$ cat config.mk
export PLATFORM = sky130hd
export DESIGN_NAME = load_store_unit
export DESIGN_NICKNAME = d
export VERILOG_FILES = /design/src/rtl/load_store_unit.sv
export SDC_FILE = /design/constraint.sdc
export NUM_CORES = 1
export LEC_CHECK = 0
export BUFFER_PORTS_ARGS = -buffer_cell sky130_fd_sc_hd__buf_2
export CAP_MARGIN = 40
export CORE_MARGIN = 1.5
export CORE_UTILIZATION = 50
export DETAILED_ROUTE_END_ITERATION = 8
export PLACE_DENSITY = 0.79
export REMOVE_ABC_BUFFERS = 1
export SYNTH_ARGS = -nofsm -noshare
export SYNTH_HDL_FRONTEND = slang
export SYNTH_SLANG_ARGS = --single-unit
$ cat constraint.sdc
create_clock -name clk -period 3.4 [get_ports clk]
set_clock_uncertainty 0.1 [all_clocks]
set_input_delay 0.34 -clock clk [delete_from_list [all_inputs] [get_ports clk]]
set_output_delay 0.34 -clock clk [all_outputs]
set_load 0.02 [all_outputs]
$ cat src/rtl/load_store_unit.sv
// Load/store unit between a core request port and a single-port word memory.
// Loads take three cycles to respond; word stores take two; byte and half
// stores use read-modify-write and take five. Lanes are little-endian.
//
// Ports:
//   clk, rst                 clock, async active-high reset
//   req_valid/req_ready      request handshake (ready only while idle)
//   req_we/size/unsigned     access kind; size 00 byte, 01 half, 10 word
//   req_addr/req_wdata       byte address, right-aligned store data
//   resp_valid/rdata/err     one-cycle completion pulse and load result
//   mem_wen/waddr/wdata      memory write port (word addressed)
//   mem_ren/raddr/rdata      memory read port, data one cycle after ren
//
// Macro LSU_ALIGN_CHECK_EN: when defined, illegal size and misaligned
// half/word requests are rejected with resp_err and no memory access.
// When undefined, addresses are force-aligned and size 11 acts as word.
module load_store_unit #(
    parameter int ADDR_W = 16
) (
    input  logic              clk,
    input  logic              rst,
    input  logic              req_valid,
    output logic              req_ready,
    input  logic              req_we,
    input  logic [1:0]        req_size,
    input  logic              req_unsigned,
    input  logic [31:0]       req_addr,
    input  logic [31:0]       req_wdata,
    output logic              resp_valid,
    output logic [31:0]       resp_rdata,
    output logic              resp_err,
    output logic              mem_wen,
    output logic              mem_ren,
    output logic [ADDR_W-1:0] mem_waddr,
    output logic [ADDR_W-1:0] mem_raddr,
    output logic [31:0]       mem_wdata,
    input  logic [31:0]       mem_rdata
);

    typedef enum logic [2:0] {
        IDLE, RD, DATA, MERGE, WR, RESP
    } state_t;

    state_t state, state_nx;

    logic              we_q;
    logic [1:0]        size_q;
    logic              uns_q;
    logic [1:0]        off_q;
    logic [ADDR_W-1:0] addr_q;
    logic [31:0]       wdata_q;
    logic [31:0]       buf_q;
`ifdef LSU_ALIGN_CHECK_EN
    logic              err_q;
`endif

    logic        accept;
    logic [1:0]  size_n;
    logic [1:0]  off_n;
    logic        bad;
    logic [31:0] shifted;
    logic [31:0] ld;
    logic [31:0] mask;
    logic [31:0] lane;
    logic [31:0] merged;

    // Upper address bits lie outside the memory and are dropped.
    logic unused_addr;
    assign unused_addr = ^req_addr[31:ADDR_W+2];

    assign accept = (state == IDLE) && req_valid;

    // Normalise size and lane offset at capture so later stages
    // never see a misaligned sub-word offset.
    always_comb begin
        size_n = (req_size == 2'b11) ? 2'b10 : req_size;
        case (size_n)
            2'b00:   off_n = req_addr[1:0];
            2'b01:   off_n = {req_addr[1], 1'b0};
            default: off_n = 2'b00;
        endcase
`ifdef LSU_ALIGN_CHECK_EN
        bad = (req_size == 2'b11)
            || ((req_size == 2'b01) && req_addr[0])
            || ((req_size == 2'b10) && (req_addr[1:0] != 2'b00));
`else
        bad = 1'b0;
`endif
    end

    // Load extraction from the word returned by memory.
    always_comb begin
        shifted = mem_rdata >> {off_q, 3'b000};
        case (size_q)
            2'b00: ld = uns_q ? {24'h0, shifted[7:0]}
                              : {{24{shifted[7]}}, shifted[7:0]};
            2'b01: ld = uns_q ? {16'h0, shifted[15:0]}
                              : {{16{shifted[15]}}, shifted[15:0]};
            default: ld = mem_rdata;
        endcase
    end

    // Sub-word store lane merged into the previously read word.
    always_comb begin
        if (size_q == 2'b00) begin
            mask = 32'h0000_00FF << {off_q, 3'b000};
            lane = {4{wdata_q[7:0]}};
        end else begin
            mask = 32'h0000_FFFF << {off_q, 3'b000};
            lane = {2{wdata_q[15:0]}};
        end
        merged = (buf_q & ~mask) | (lane & mask);
    end

    always_ff @(posedge clk or posedge rst) begin
        if (rst) begin
            state <= IDLE;
        end else begin
            state <= state_nx;
        end
    end

    always_comb begin
        state_nx = state;
        unique case (state)
            IDLE: begin
                if (req_valid) begin
                    if (bad)
                        state_nx = RESP;
                    else if (req_we && (size_n == 2'b10))
                        state_nx = WR;
                    else
                        state_nx = RD;
                end
            end
            RD:      state_nx = DATA;
            DATA:    state_nx = we_q ? MERGE : RESP;
            MERGE:   state_nx = WR;
            WR:      state_nx = RESP;
            RESP:    state_nx = IDLE;
            default: state_nx = IDLE;
        endcase
    end

    always_ff @(posedge clk or posedge rst) begin
        if (rst) begin
            we_q    <= 1'b0;
            size_q  <= 2'b00;
            uns_q   <= 1'b0;
            off_q   <= 2'b00;
            addr_q  <= '0;
            wdata_q <= 32'h0;
            buf_q   <= 32'h0;
`ifdef LSU_ALIGN_CHECK_EN
            err_q   <= 1'b0;
`endif
        end else begin
            if (accept) begin
                we_q    <= req_we;
                size_q  <= size_n;
                uns_q   <= req_unsigned;
                off_q   <= off_n;
                addr_q  <= req_addr[ADDR_W+1:2];
                wdata_q <= req_wdata;
`ifdef LSU_ALIGN_CHECK_EN
                err_q   <= bad;
`endif
            end
            // Stores keep the raw word for merging; loads keep the result.
            if (state == DATA)
                buf_q <= we_q ? mem_rdata : ld;
            if (state == MERGE)
                wdata_q <= merged;
        end
    end

    always_comb begin
        req_ready  = (state == IDLE);
        mem_ren    = (state == RD);
        mem_wen    = (state == WR);
        mem_wdata  = (state == WR) ? wdata_q : 32'h0;
        mem_raddr  = (state == IDLE) ? '0 : addr_q;
        mem_waddr  = (state == IDLE) ? '0 : addr_q;
        resp_valid = (state == RESP);
        resp_rdata = 32'h0;
`ifdef LSU_ALIGN_CHECK_EN
        resp_err = (state == RESP) && err_q;
        if ((state == RESP) && !we_q && !err_q)
            resp_rdata = buf_q;
`else
        resp_err = 1'b0;
        if ((state == RESP) && !we_q)
            resp_rdata = buf_q;
`endif
    end

endmodule

# Yosys cells after proc, flatten, opt, wreduce, memory -nomap -nowiden
# Index checks and enable logic that the tools add are counted.
# classes
addsub,0
multipliers,0
div,0
order_cmp,0
eq_ne,10
shift,3
mux,17
bitwise_logic,4
reduce_logical,8
# op_table
cell,n
$mux W32,9
$and A32 B32 Y32,2
$pmux W32 S2,1
$not A32 Y32,1
$or A32 B32 Y32,1
$shl A16 B5 Y32 const A,1
$shl A8 B5 Y32 const A,1
$shr A32 B5 Y16,1
$mux W16,1
$pmux W3 S5,1
$mux W3,3
$eq A3 B2 Y1 const B,2
$eq A3 B3 Y1 const B,2
$eq A2 B1 Y1 const B,2
$eq A2 B2 Y1 const B,2
$logic_not A2 Y1,2
$pmux W2 S2,1
$eq A3 B1 Y1 const B,1
$logic_and A1 B1 Y1,3
$logic_not A3 Y1,1
$mux W2,1
$ne A2 B2 Y1 const B,1
$reduce_bool A2 Y1,1
$logic_not A1 Y1,1
# word_totals
regBits,89
latch_bits,0
mem_bits_rw,0
romBits,0
output_inout_bits,101
elab_cells,50
memories,0

# Depth between registers and ports, before layout
# logic_depth
word_depth,7
depth_mapped,7
mapped_depth_nobuf,4

# Least setup slack after synthesis
# Ideal clock, no wire load.
# synth_timing
kind,register -> output
startpoint,register state[2]
endpoint,output resp_rdata[0]
t_arrival_ns,1.914
required_time_ns,2.960
setup_slack_ns,1.046
path_stages_with_launch,6
path_cell_list,dfrtp_1 buf_2 nor3b_1 and2b_1 clkbuf_1 and2_1
# synth_between
elab_chain_len,3
# synth_rtl
element,line_no,rtl
"start, declared",44,"state_t state, state_nx;"
"start signal, assigned",119,state <= state_nx;
$eq A3 B3 Y1,n/a,
named net resp_valid,29,"output logic resp_valid,"
$logic_and A1 B1 Y1,192,if ((state == RESP) && !we_q)
$mux W32,192,
"end, declared",30,"output logic [31:0] resp_rdata,"
# The timed path passes the listed nets, and every way through them passes these cells.

# Worst setup path after layout
# layout_timing
startpoint,register state[0]
endpoint,output resp_rdata[30]
# layout_between
elab_chain_len,3
# layout_rtl
element,line_no
$eq A3 B3 Y1,192
$logic_and A1 B1 Y1,192
$mux W32,192
# Every way passes these cells.

==> results.yml <==
synth:
  synth_edf_count: 0
  synth-seq-cells: 89
  synth.top_cell.area_share_pct: 42.0
  synth.top_cells.by_area: "dfrtp_1, and2_1, mux2i_1"
  yosys.area_share.simple_pct: 25.1
  synth_compound_area_share_pct: 15.9
  syn_area_per_cell_um2: 9.20
  ys_seq_area_share_pct: 42.0
  synthAdderAreaFrac_pct: 0
  ys.flop_type: "dfrtp_1"
  synthArstFlopShare_pct: 100
  synth_top_family_by_area: "simple AND/OR/NAND/NOR gates"
  yosys_warnings: 0
  yosysTopAreaCell: "dfrtp_1"
  syn_inst: 576
  netlist_area_um2: 5300
  synthTopCellsByCount: "dfrtp_1, and2_1, nand3_1, nand2_1, o21ai_0"
  synth_cell_types: 45
  synth_xor_xnor_area_share_pct: 0
  synth_mux_area_share_pct: 10.3
  synthMostInstantiatedCell: "dfrtp_1"
final_layout:
  stdcell_count: 867
  areaGrowthSynthToFinish_pct: 20.8
  drive_gt1_share_pct: 33.8
  fin_util_pct: 62.1
  layout.nets: 829
  final_cell_area_um2: 6410
  antenna_cells: 0
floorplan:
  start_util_pct: 51.4
  top_level_ports: 204
  die_w_um: 106
  die_y_um: 106
  coreArea_um2: 10300
  die_area_um2: 11200
  fp-row-count: 37
power_and_ir_drop:
  peakVddDrop_v: 0.000843
  leakage_nw: 3.14
  internal-power_mw: 3.22
  p_switching_mw: 2.90
  clkPwrFrac_pct: 12.5
  p_sw_share_pct: 47.4
  p_comb_share_pct: 52.8
  seqPwrFrac_pct: 34.7
  power-per-cell-area_nw_per_um2: 956
  power.total_mw: 6.12
critical_path:
  endpoint_kind: "output port"
  required_ns: 2.96
  r2r_slack_ns: 0.99
  critPathLaunchType: "register"
  crit_fanout: 32
  crit_arrival_ns: 2.54
  path_class: "reg -> out"
  rr_worst_depth: 5
grt:
  gr-usage-met2_pct: 45.0
  grt_antenna_before_repair: 0
  busiest_layer: "met2"
  grt_pass1_wl_um: 24400
  met1_usage_pct: 38.1
  first_global_vias: 4687
  grt_usage_pct: 28.2
  grt_remaining_overflow: 0
  use_met3_pct: 4.60
  grt_max_degree: 42
timing:
  totalNegativeSetupSlack_ns: 0
  relSlewSlack_pct: 40.0
  period_needed_ns: 2.98
  hold_violations: 0
  setup_ws_ns: 0.423
  fmax_mhz: 336
  setup_viol: 0
  period_share_pct: 87.6
  hold_ws_ns: 0.0929
  rsz0062_at_grt: "no"
  tightest_slew_ns: 0.897
  maxSlewViolCount: 0
worst_hold_path:
  worstHoldPathCells: 2
  min_path_type: "in -> reg"
placed_design:
  place.gp.congestion: 0.894
  dp.cells: 850
  port_buffers: 188
  hpwl_um: 11600
  place_worst_setup_slack_ns: 0.829
  post_dp_cell_area_um2: 6200
cts:
  cts_buffers: 9
  cts_root_buffer: "clkbuf_8"
  clk_pin_slew_ns: 0.09
  clock-sinks: 89
  clk_latency_ns: 0.37
  post_cts_buffers: 0
  cts_tree: "yes"
  clock_path_buffers: 2
  h-tree-depth: 3
route:
  routed-via-count: 4945
  drt_first_iter_violations: 305
  drc_errors: 0
  avgViaCountPerCell: 5.70
  wirelength_um: 15600
  drt_first_pass_iters: 5
  wl_per_cell_um: 18.0
  antenna_left: 0
job:
  maxCapViolations: 0
run_status:
  status: "completed"
==> cells in the final DEF (no fill, tap or decap), types with 3 or more instances in the layout <==
cell type / instances
a21oi_1: 18
a2bb2oi_1: 15
and2_1: 71
and3_1: 8
buf_2: 188
buf_4: 11
clkbuf_8: 9
dfrtp_1: 89
mux2_2: 19
mux2i_1: 31
nand2_1: 48
nand2b_1: 5
nand3_1: 56
nand3b_1: 10
nor2_1: 13
nor2b_1: 17
o211ai_1: 9
o21ai_0: 40
o221ai_1: 8
o22a_1: 8
o22ai_1: 15
or3b_1: 3
==> registers in the layout, summed over array words and instances, names as in the netlist, named ones only <==
register and count:
wdata_q 24, buf_q 32, we_q 1, state 3, addr_q 16, uns_q 1, size_q 2, off_q 2
==> worst paths after layout <==
kind | start | endpoint
worst min-delay path | req_addr[2] | addr_q[0]$_DFFE_PP0P_
worst max-delay path | state[0]$_DFFE_PP0P_ | resp_rdata[30]
max in group asynchronous | rst | wdata_q[31]$_DFFE_PP0P_
worst max register to register | off_q[0]$_DFFE_PP0P_ | wdata_q[16]$_DFFE_PP0P_
worst min register to register | wdata_q[31]$_DFFE_PP0P_ | wdata_q[31]$_DFFE_PP0P_
min in group asynchronous | rst | buf_q[1]$_DFFE_PP0N_
==> cells by family after synthesis <==
group | count (synthesis)
buffers and inverters | 66
AOI/OAI and AO/OA | 127
and+or+nand+nor | 242
DFF | 89
muxes | 51
other | 1
==> cell type report <==
type | count | area, um2
timing repair buffer | 202 | 1060
inverter | 3 | 12.5
multi-input combinational | 421 | 2740
clock buffer | 9 | 124
sequential | 89 | 2230
tap | 136 | 170
clock inverter | 7 | 76.3
fill | 892 | 3920
==> timing repair <==
item	4_1_cts	5_1_grt
resized for setup	0	0
endpoints found under the hold margin	20	0
hold buffers	1	0
setup endpoints to repair	0	0
==> power groups by stage <==
stage | logic, mW | clock network [mW] | registers [mW]
4_1_cts | 3.23 | 0.772 | 2.10
3_5_place_dp | 3.22 | 0 | 2.12
3_3_place_gp | 3.11 | 0 | 2.10
2_1_floorplan | 2.24 | 0 | 1.94
6_report | 3.23 | 0.764 | 2.12
5_1_grt | 3.52 | 0.811 | 2.18
==> worst max-delay path, stage by stage, from the launching register on <==
cell and delay (ns):
dfrtp_1 0.60, inv_1 0.14, nor3b_1 0.28, and2b_1 0.70
and2_1 0.26, buf_2 0.17
==> metal layers <==
layer | up-vias | share of wire, %
met3 | 28 | 7.3
met4 | 0 | 2.6
met2 | 239 | 47
met5 | - | 0
li1 | 2314 | -
met1 | 2364 | 43
Power figures use the tool's default switching activity.
